===== src/rtl/cordic_log_arb_if.sv =====
// cordic_log_arb_if
// Bundles the requester, response and core-side signals of the
// cordic_log_arb sequencer.
//   requester side : req_valid, req_val, req_ready
//   response side  : rsp_valid, rsp_id, rsp_ln, rsp_err, rsp_ready, busy
//   core side      : core_val, core_rst, core_ce, core_ln, core_done
// Modports:
//   slave  - the arbiter
//   master - the surrounding system (requesters, consumer, core)
interface cordic_log_arb_if #(
  parameter int NREQ = 4,
  parameter int N    = 12,
  parameter int M    = 24
);
  localparam int IW = $clog2(NREQ);

  logic [NREQ-1:0]   req_valid;
  logic [NREQ*N-1:0] req_val;
  logic [NREQ-1:0]   req_ready;
  logic              rsp_valid;
  logic [IW-1:0]     rsp_id;
  logic [M-1:0]      rsp_ln;
  logic              rsp_err;
  logic              rsp_ready;
  logic              busy;
  logic [N-1:0]      core_val;
  logic              core_rst;
  logic              core_ce;
  logic [M-1:0]      core_ln;
  logic              core_done;

  modport slave (
    input  req_valid, req_val, rsp_ready, core_ln, core_done,
    output req_ready, rsp_valid, rsp_id, rsp_ln, rsp_err, busy,
           core_val, core_rst, core_ce
  );

  modport master (
    output req_valid, req_val, rsp_ready, core_ln, core_done,
    input  req_ready, rsp_valid, rsp_id, rsp_ln, rsp_err, busy,
           core_val, core_rst, core_ce
  );
endinterface


===== src/rtl/cordic_log_arb.sv =====
// cordic_log_arb
// Round-robin arbiter that shares one cordic_log core among NREQ
// requesters. One operation in flight; the core is held in reset
// except while running, and every run is bounded by TIMEOUT cycles.
// Ports:
//   clk   - clock, rising edge
//   rst_n - asynchronous active-low reset
//   bus   - cordic_log_arb_if.slave (requests, response, core control)
//
// state  | meaning
// -------+-------------------------------------------------------
// IDLE   | wait for a request, grant round-robin from r_ptr
// CLR    | one-cycle synchronous reset pulse into the core
// RUN    | core enabled, wait for done or timeout
// RESP   | hold tagged result until consumer accepts
module cordic_log_arb #(
  parameter int NREQ    = 4,
  parameter int N       = 12,
  parameter int M       = 24,
  parameter int TIMEOUT = 40
) (
  input  logic                 clk,
  input  logic                 rst_n,
  cordic_log_arb_if.slave      bus
);
  localparam int IW = $clog2(NREQ);

  typedef enum logic [1:0] {S_IDLE, S_CLR, S_RUN, S_RESP} state_t;

  state_t          r_state;
  state_t          w_next;
  logic [IW-1:0]   r_ptr;
  logic [IW-1:0]   r_id;
  logic [N-1:0]    r_val;
  logic [M-1:0]    r_ln;
  logic            r_err;
  logic [7:0]      r_cnt;
  logic            w_found;
  logic [IW-1:0]   w_gnt;
  logic [N-1:0]    w_opnd;
  logic            w_timeout;
  int              w_idx;

  // First pending requester at or after r_ptr, wrapping modulo NREQ
  // (NREQ need not be a power of two, so the wrap is explicit).
  always_comb begin
    w_found = 1'b0;
    w_gnt   = '0;
    w_opnd  = '0;
    w_idx   = 0;
    for (int k = 0; k < NREQ; k++) begin
      w_idx = int'(r_ptr) + k;
      if (w_idx >= NREQ) w_idx = w_idx - NREQ;
      if (!w_found && bus.req_valid[w_idx]) begin
        w_found = 1'b1;
        w_gnt   = IW'(w_idx);
        w_opnd  = bus.req_val[w_idx*N +: N];
      end
    end
  end

  assign w_timeout = (r_cnt == 8'(TIMEOUT));

  always_ff @(posedge clk or negedge rst_n) begin
    if (!rst_n) r_state <= S_IDLE;
    else        r_state <= w_next;
  end

  always_comb begin
    w_next        = r_state;
    bus.req_ready = '0;
    bus.rsp_valid = 1'b0;
    bus.busy      = 1'b1;
    bus.core_rst  = 1'b1;
    bus.core_ce   = 1'b0;
    case (r_state)
      S_IDLE: begin
        bus.busy = 1'b0;
        // rst_n gating keeps req_ready low while reset is held.
        if (rst_n && w_found) bus.req_ready = NREQ'(1) << w_gnt;
        if (w_found) w_next = (w_opnd == '0) ? S_RESP : S_CLR;
      end
      S_CLR: w_next = S_RUN;
      S_RUN: begin
        bus.core_rst = 1'b0;
        bus.core_ce  = 1'b1;
        // done takes priority over a coincident timeout
        if (bus.core_done || w_timeout) w_next = S_RESP;
      end
      S_RESP: begin
        bus.rsp_valid = 1'b1;
        if (bus.rsp_ready) w_next = S_IDLE;
      end
      default: w_next = S_IDLE;
    endcase
  end

  always_ff @(posedge clk or negedge rst_n) begin
    if (!rst_n) begin
      r_ptr <= '0;
      r_id  <= '0;
      r_val <= '0;
      r_ln  <= '0;
      r_err <= 1'b0;
      r_cnt <= '0;
    end else begin
      case (r_state)
        S_IDLE: begin
          if (w_found) begin
            r_val <= w_opnd;
            r_id  <= w_gnt;
            r_ln  <= '0;
            r_err <= (w_opnd == '0);
          end
        end
        S_CLR: r_cnt <= '0;
        S_RUN: begin
          r_cnt <= r_cnt + 8'd1;
          if (bus.core_done) begin
            r_ln  <= bus.core_ln;
            r_err <= 1'b0;
          end else if (w_timeout) begin
            r_ln  <= '0;
            r_err <= 1'b1;
          end
        end
        S_RESP: begin
          if (bus.rsp_ready) begin
            if (r_id == IW'(NREQ - 1)) r_ptr <= '0;
            else                       r_ptr <= r_id + 1'b1;
          end
        end
        default: ;
      endcase
    end
  end

  assign bus.rsp_id   = r_id;
  assign bus.rsp_ln   = r_ln;
  assign bus.rsp_err  = r_err;
  assign bus.core_val = r_val;

endmodule


===== src/flat_wrapper.sv =====
// flat-port wrapper written by rule: the top's interface ports become plain ports
module cordic_log_arb_flat 
#(
  parameter int NREQ    = 4,
  parameter int N       = 12,
  parameter int M       = 24,
  parameter int TIMEOUT = 40
)
  (clk, rst_n, bus_req_valid, bus_req_val, bus_rsp_ready, bus_core_ln, bus_core_done, bus_req_ready, bus_rsp_valid, bus_rsp_id, bus_rsp_ln, bus_rsp_err, bus_busy, bus_core_val, bus_core_rst, bus_core_ce);
  cordic_log_arb_if #(.NREQ(NREQ), .N(N), .M(M)) bus_i ();
  input  logic clk;
  input  logic rst_n;
  input wire logic [$bits(bus_i.req_valid)-1:0] bus_req_valid;
  input wire logic [$bits(bus_i.req_val)-1:0] bus_req_val;
  input wire logic [$bits(bus_i.rsp_ready)-1:0] bus_rsp_ready;
  input wire logic [$bits(bus_i.core_ln)-1:0] bus_core_ln;
  input wire logic [$bits(bus_i.core_done)-1:0] bus_core_done;
  output wire logic [$bits(bus_i.req_ready)-1:0] bus_req_ready;
  output wire logic [$bits(bus_i.rsp_valid)-1:0] bus_rsp_valid;
  output wire logic [$bits(bus_i.rsp_id)-1:0] bus_rsp_id;
  output wire logic [$bits(bus_i.rsp_ln)-1:0] bus_rsp_ln;
  output wire logic [$bits(bus_i.rsp_err)-1:0] bus_rsp_err;
  output wire logic [$bits(bus_i.busy)-1:0] bus_busy;
  output wire logic [$bits(bus_i.core_val)-1:0] bus_core_val;
  output wire logic [$bits(bus_i.core_rst)-1:0] bus_core_rst;
  output wire logic [$bits(bus_i.core_ce)-1:0] bus_core_ce;
  assign bus_i.req_valid = bus_req_valid;
  assign bus_i.req_val = bus_req_val;
  assign bus_i.rsp_ready = bus_rsp_ready;
  assign bus_i.core_ln = bus_core_ln;
  assign bus_i.core_done = bus_core_done;
  assign bus_req_ready = bus_i.req_ready;
  assign bus_rsp_valid = bus_i.rsp_valid;
  assign bus_rsp_id = bus_i.rsp_id;
  assign bus_rsp_ln = bus_i.rsp_ln;
  assign bus_rsp_err = bus_i.rsp_err;
  assign bus_busy = bus_i.busy;
  assign bus_core_val = bus_i.core_val;
  assign bus_core_rst = bus_i.core_rst;
  assign bus_core_ce = bus_i.core_ce;
  cordic_log_arb #(.NREQ(NREQ), .N(N), .M(M), .TIMEOUT(TIMEOUT)) u_core (.clk(clk), .rst_n(rst_n), .bus(bus_i));
endmodule

===== config.mk =====
export PLATFORM = sky130hd
export DESIGN_NAME = cordic_log_arb_flat
export DESIGN_NICKNAME = d
export VERILOG_FILES = /design/src/rtl/cordic_log_arb_if.sv /design/src/rtl/cordic_log_arb.sv /design/src/flat_wrapper.sv
export SDC_FILE = /design/constraint.sdc
export NUM_CORES = 1
export LEC_CHECK = 0
export ABC_AREA = 1
export ABC_CLOCK_PERIOD_IN_PS = 4300
export CAP_MARGIN = 20
export CORE_ASPECT_RATIO = 0.6
export CORE_MARGIN = 2
export CORE_UTILIZATION = 54
export CTS_CLUSTER_DIAMETER = 80
export CTS_CLUSTER_SIZE = 14
export DETAILED_ROUTE_END_ITERATION = 8
export PLACE_DENSITY = 0.92
export SYNTH_ARGS = -nofsm -noshare
export SYNTH_HDL_FRONTEND = slang
export SYNTH_SLANG_ARGS = --single-unit

===== constraint.sdc =====
create_clock -name clk -period 4.3 [get_ports clk]
set_input_delay 1.075 -clock clk [delete_from_list [all_inputs] [get_ports clk]]
set_output_delay 1.075 -clock clk [all_outputs]
set_load 0.01 [all_outputs]

# ---- Word level (Yosys, flattened, before mapping)
# Index checks and enable logic that the tools add are counted.
dict set report op_classes {
  n_addsub 9
  mul 4
  magnitude_cmp 8
  n_eq_ne 9
  n_shift 5
  muxes 49
  n_reduce_logical 16
}
# op count
set ops {}
lappend ops {{48-bit by 32-bit indexed part select with 12-bit output} 4}
lappend ops {{32-bit by 4-bit less-than comparator with 1-bit output (second input constant)} 4}
lappend ops {{32-bit by 3-bit multiplier with 30-bit output (second input constant)} 4}
lappend ops {{32-bit two-way mux} 4}
lappend ops {{32-bit by 4-bit >= comparator with 1-bit output (second input constant)} 3}
lappend ops {{32-bit by 4-bit subtractor with 32-bit output (second input constant)} 3}
lappend ops {{24-bit two-way mux} 3}
lappend ops {{12-bit two-way mux} 4}
lappend ops {{24-bit one-hot mux with 2 select lines} 1}
lappend ops {{1-bit two-way mux} 19}
lappend ops {{2-bit two-way mux} 9}
lappend ops {{8-bit one-hot mux with 2 select lines} 1}
lappend ops {{12-bit logical NOT} 1}
lappend ops {{8-bit by 1-bit adder with 8-bit output (second input constant)} 1}
lappend ops {{1-bit binary-select mux with 2-bit select} 4}
lappend ops {{8-bit by 6-bit equality test with 1-bit output (second input constant)} 1}
lappend ops {{4-bit two-way mux} 2}
lappend ops {{2-bit one-hot mux with 4 select lines} 1}
lappend ops {{2-bit by 2-bit adder with 3-bit output (second input constant)} 2}
lappend ops {{2-bit equality test (second input constant)} 3}
lappend ops {{3-bit AND reduction} 2}
lappend ops {{1-bit logical AND} 4}
lappend ops {{2-bit by 1-bit inequality test with 1-bit output (second input constant)} 2}
lappend ops {{2-bit AND reduction} 2}
lappend ops {{other kinds (13)} 16}
dict set report word_totals {
  regBits 51
  in_bits 80
  out_inout_bits 47
}

# ---- Depth between registers and ports, before layout
dict set report logic_depth {
  ltp_word 19
  depth_mapped 27
}

# ---- Worst setup path after synthesis
# Ideal clock, no wire load.
dict set report synth_timing {
  path_kind {flip-flop to output port}
  start {register u_core.r_ptr[0]}
  end {output port bus_req_ready[0]}
  t_arrival_ps 2395
  required_ps 3225
  path_slack_ps 830
  stages_incl_launch_ff 13
  n_path_buf 5
  path_cell_list {dfrtp_1 inv_2 buf_6 buf_2 ha_1 buf_4 buf_4 clkbuf_1 a22oi_1 o21ai_0 a21oi_1 inv_1 nor3_1}
}
dict set report synth_via {
  elab_chain_len 18
  word_cells_on_any_way 45
  classes_between {7 x add/sub; 4 x order compare; 1 x shift; 26 x mux; 7 x reduce/logical}
}
# element line_no
set synth_lines {}
lappend synth_lines {{start, declared} cordic_log_arb.sv:32} ;# logic [IW-1:0] r_ptr;
lappend synth_lines {{start signal, assigned} cordic_log_arb.sv:130} ;# else r_ptr <= r_id + 1'b1;
lappend synth_lines {{branches (longest 16 deep; another with 32-bit by 4-bit subtractor with 32-bit output)} n/a}
lappend synth_lines {{4-bit two-way mux (*)} cordic_log_arb.sv:80} ;# if (rst_n && w_found) bus.req_ready = NREQ'(1) << w_gnt;
lappend synth_lines {{4-bit two-way mux (*)} cordic_log_arb.sv:76} ;# case (r_state)
lappend synth_lines {{end, declared} flat_wrapper.sv:18} ;# output wire logic [$bits(bus_i.req_ready)-1:0] bus_req_ready;
# Mark *: on every way between the ends. The select of a mux whose other input is x is not followed.

# ---- Worst setup path after layout
dict set report layout_timing {
  start {input port bus_req_valid[3]}
  end {output port bus_req_ready[3]}
}
dict set report layout_via {
  elab_chain_len 16
  word_cells_on_any_way 30
  classes_between {1 x shift; 22 x mux; 7 x reduce/logical}
}
# element line_no
set layout_lines {}
lappend layout_lines {{start, declared} flat_wrapper.sv:13} ;# input wire logic [$bits(bus_i.req_valid)-1:0] bus_req_valid;
lappend layout_lines {{1-bit binary-select mux with 2-bit select} cordic_log_arb.sv:54} ;# if (!w_found && bus.req_valid[w_idx]) begin
lappend layout_lines {{1-bit two-way mux (not written as such) (2 in series)} cordic_log_arb.sv:54}
lappend layout_lines {{1-bit two-way mux} cordic_log_arb.sv:54}
lappend layout_lines {{1-bit logical NOT} cordic_log_arb.sv:54}
lappend layout_lines {{1-bit logical AND} cordic_log_arb.sv:54}
lappend layout_lines {{1-bit two-way mux} cordic_log_arb.sv:54}
lappend layout_lines {{1-bit logical NOT} cordic_log_arb.sv:54}
lappend layout_lines {{1-bit logical AND} cordic_log_arb.sv:54}
lappend layout_lines {{1-bit two-way mux} cordic_log_arb.sv:54}
lappend layout_lines {{1-bit logical NOT} cordic_log_arb.sv:54}
lappend layout_lines {{1-bit logical AND} cordic_log_arb.sv:54}
lappend layout_lines {{2-bit two-way mux or 1-bit two-way mux (tied branches)} cordic_log_arb.sv:54}
lappend layout_lines {{1-bit by 2-bit left shift with 4-bit output or 1-bit logical AND (tied branches)} cordic_log_arb.sv:80}
lappend layout_lines {{4-bit two-way mux (*)} cordic_log_arb.sv:80}
lappend layout_lines {{4-bit two-way mux (*)} cordic_log_arb.sv:76}
# Mark *: on every way between the ends. The rest lies on a longest branch, timed or not. The select of a mux whose other input is x is not followed.

==> flow_summary.yaml <==
place:
  gp_congestion: 1.07
  hpwl_um: 21700
  pre_cts_slack_ns: -0.143
  place_inst: 1491
  port_buffers: 126
timing:
  setup_viol: 0
  drv_slew: 0
  rsz0062_at_grt: "no"
  layout_min_cycle_time_ns: 4.20
  post-route-period-util_pct: 97.7
  fin_worst_skew_ns: 0.00582
  fin_hold_ws_ns: 0.488
  setup_tns_ns: 0
  fin_ws_ns: 0.0991
  max_freq_ghz: 0.238
  hold_violations: 0
  worst_pin_slew_ns: 1.16
  timing.slew.headroom_pct: 22.5
critical_path:
  cp_max_fo: 4
  crit_chain: "clkdlybuf4s50_1, nand2_1, buf_4, nand3_1, nand2_1, nand3_2, nor2_4, inv_1, a31oi_1, inv_1, nor2_1, nand2_1, nor2_1, dlygate4sd2_1"
  crit_slowest_cell: "clkdlybuf4s50_1"
  r2r_end: "u_core.bus.rsp_err$_DFFE_PN0P_"
  cp_slowest_stage_delay_ns: 0.47
  cp_data_arrival_time_ns: 3.13
  crit_type: "in2out"
  crit_path_start_kind: "input port"
  r2r.worst_path.cells: 21
  rrSetupSlack_ns: 0.44
  cpMostUsedCell: "nand2_1"
  reg2reg_from: "u_core.r_ptr[1]$_DFFE_PN0P_"
  critPathCaptureType: "output pin"
  required_ns: 3.22
power:
  pwr-share-seq_pct: 9.6
  ir_drop_mv: 0.631
  power_frac_comb_pct: 84.1
  power_frac_clock_pct: 6.3
  power.leakage_uw: 0.00421
  power.density_nw_per_um2: 961
  p_sw_share_pct: 61.7
  power_uw: 7810
  p_int_uw: 2990
  power_switching_uw: 4820
grt:
  grt_overflow: 0
  grt_max_degree: 53
  grtUsageTotal_pct: 43.1
  grt_pass1_vias: 7661
  grt_pass1_wl_um: 42800
  antenna_found_initial: 0
synth:
  avgSynthCellArea_sq_um: 5.32
  synth_top_family_by_area: "simple AND/OR/NAND/NOR gates"
  synthMuxAreaShare_pct: 0
  synthArstFlopShare_pct: 100
  synthAdderAreaFrac_pct: 2.71
  syn_nets: 1312
  synth_compound_area_share_pct: 9.35
  yosysSeqAreaShare_pct: 19.7
  synth-edff-count: 0
  syn_area_sq_um: 6470
  ys_seq_elements: 51
  synth_xor_area_share_pct: 0
  synthFlopType: "dfrtp_1"
  syn-instance-count: 1218
  ys_warn_count: 0
  ys_types: 35
  yosys.area_share.simple_pct: 58.4
drt:
  met1Wirelength_um: 11800
  vias: 8930
  drt_wl_total_um: 28200
  final_antenna_net_count: 0
  drtIter0Drc: 1638
  wl_met3_um: 5230
  dr_wl_met2_um: 10500
  drt-pass1-iter-count: 9
  routed_via_density: 5.95
  avgRoutedWirePerCell_um: 18.8
  routed.top_layer: "met4"
  drc: 0
final_layout:
  fin_nets: 1433
  fin_cells: 1500
  drive_gt1_share_pct: 6.19
  syn2layout_area_growth_pct: 25.5
  antenna_cells: 0
  nFillCells: 1035
run_status:
  status: "finished clean"
worst_hold_path:
  hold_path_end: "u_core.bus.rsp_ln[22]$_DFFE_PN0P_"
  hp-class: "reg2reg"
  hp-start: "u_core.bus.rsp_ln[22]$_DFFE_PN0P_"
  hold_depth: 2
die:
  rows: 30
  dieWidth_um: 145
  die_area_sq_um: 12900
  start_util_pct: 56.4
  core_sq_um: 11500
  pin_count: 127
  die_h_um: 88.8
clock_tree:
  cts.sinks: 51
  cts_tree: "built"
  root_buffer: "clkbuf_16"
  cts-htree-levels: 2
  cts_inserted_buffers: 5
  hold_buffers: 0
  clk_path_buf_depth: 2
  clkTransAtPathRegs_ns: 0.07
  worstSkewPairLatency_ns: 0.31
flow_run:
  maxCapViolations: 0
[registers in the layout, summed over array words and instances (netlist names)]
signal,count
u_core.bus.core_val,12
u_core.bus.rsp_err,1
u_core.bus.rsp_id,2
u_core.bus.rsp_ln,24
u_core.r_cnt,8
u_core.r_ptr,2
u_core.r_state,2
[metal layers]
| layer | GRT usage, % | up-vias |
|---|---|---|
| met1 | 63.4 | 3904 |
| met4 | 8.02 | 0 |
| li1 | - | 4161 |
| met3 | 17.9 | 95 |
| met5 | 0 | - |
| met2 | 58.5 | 770 |
[through the flow]
stage               utilization (%)  cell area, sq um
finish                         70.7              8130
floorplan                         -              6470
CTS                            70.7              8120
global route                   70.7              8130
global placement               69.1              7940
detailed placement             69.1              7940
[cell usage in the layout, fill, tap and decap left out, types with 2 or more instances in the layout]
master	synthesis	routed
a21boi_0	2	2
a21oi_1	25	25
a31oi_1	3	3
and2_1	3	3
buf_4	6	52
clkbuf_16	0	5
clkdlybuf4s50_1	0	121
clkinv_1	3	3
dfrtp_1	51	50
dlygate4sd2_1	0	3
ha_1	14	14
inv_1	61	61
inv_2	5	5
nand2_1	603	603
nand2_2	6	6
nand2_4	3	3
nand3_1	189	188
nand3_2	3	4
nand3b_1	2	2
nand4_1	11	11
nor2_1	72	72
nor2_4	2	2
nor3_1	13	13
o211ai_1	6	6
o21a_1	4	4
o21ai_0	56	55
o21ai_1	9	10
o31ai_1	2	2
[how the worst max path moves through the flow]
stage                                           start                to  slack [ns]
final                                bus_req_valid[3]  bus_req_ready[3]         0.1
after floorplan           u_core.r_ptr[0]$_DFFE_PN0P_  bus_req_ready[0]        0.83
after detailed placement             bus_req_valid[2]  bus_req_ready[3]       -0.14
after global placement               bus_req_valid[3]  bus_req_ready[0]       -0.05
after CTS                            bus_req_valid[3]  bus_req_ready[1]        0.13
after global routing                 bus_req_valid[2]  bus_req_ready[3]      0.0004
[cell usage after synthesis, types with 4 or more instances]
master	count	area, sq um
a21oi_1	25	125
buf_2	30	150
buf_4	6	45.0
buf_6	10	113
clkbuf_1	15	56.3
dfrtp_1	51	1280
ha_1	14	175
inv_1	61	229
inv_2	5	18.8
nand2_1	603	2260
nand2_2	6	37.5
nand3_1	189	946
nand4_1	11	68.8
nor2_1	72	270
nor3_1	13	65.1
o211ai_1	6	45.0
o21a_1	4	30.0
o21ai_0	56	280
o21ai_1	9	45.0
[power by group through the flow]
stage | clock [uW] | combinational, uW | sequential [uW]
2_1_floorplan | 0 | 4140 | 811
3_3_place_gp | 0 | 6110 | 744
3_5_place_dp | 0 | 6150 | 756
4_1_cts | 489 | 6190 | 750
5_1_grt | 505 | 7020 | 769
6_report | 493 | 6570 | 752
[cell families after synthesis]
kind of cell | count (synthesis)
buffers and inverters | 133
AO/OA/AOI/OAI | 111
other | 1
AND/OR/NAND/NOR | 908
flip-flops | 51
adder cells (fa/ha/maj) | 14
[worst max-delay path: cells and delay by family]
kind                   cells  cell delay, ns
and+or+nand+nor            8            0.87
AOI/OAI and AO/OA          1            0.15
buffers and inverters      5            1.04
[repair_timing]
action | in CTS | in global routing
gates resized for setup | 5 | 2
setup buffers | 1 | 0
gates cloned | 0 | 0
endpoints found under the setup margin | 4 | 2
[layout make-up]
cell class                      count  area (sq um)  area share, %
Multi-Input combinational cell   1034          4570           56.2
Sequential cell                    51          1280           15.7
Tap cell                          160           200           2.46
Clock buffer                        6           139           1.71
Inverter                           69           259           3.19
Clock inverter                      2          38.8          0.477
Timing Repair Buffer              178          1640           20.2
No activity file was read; power rests on OpenSTA's default activity.
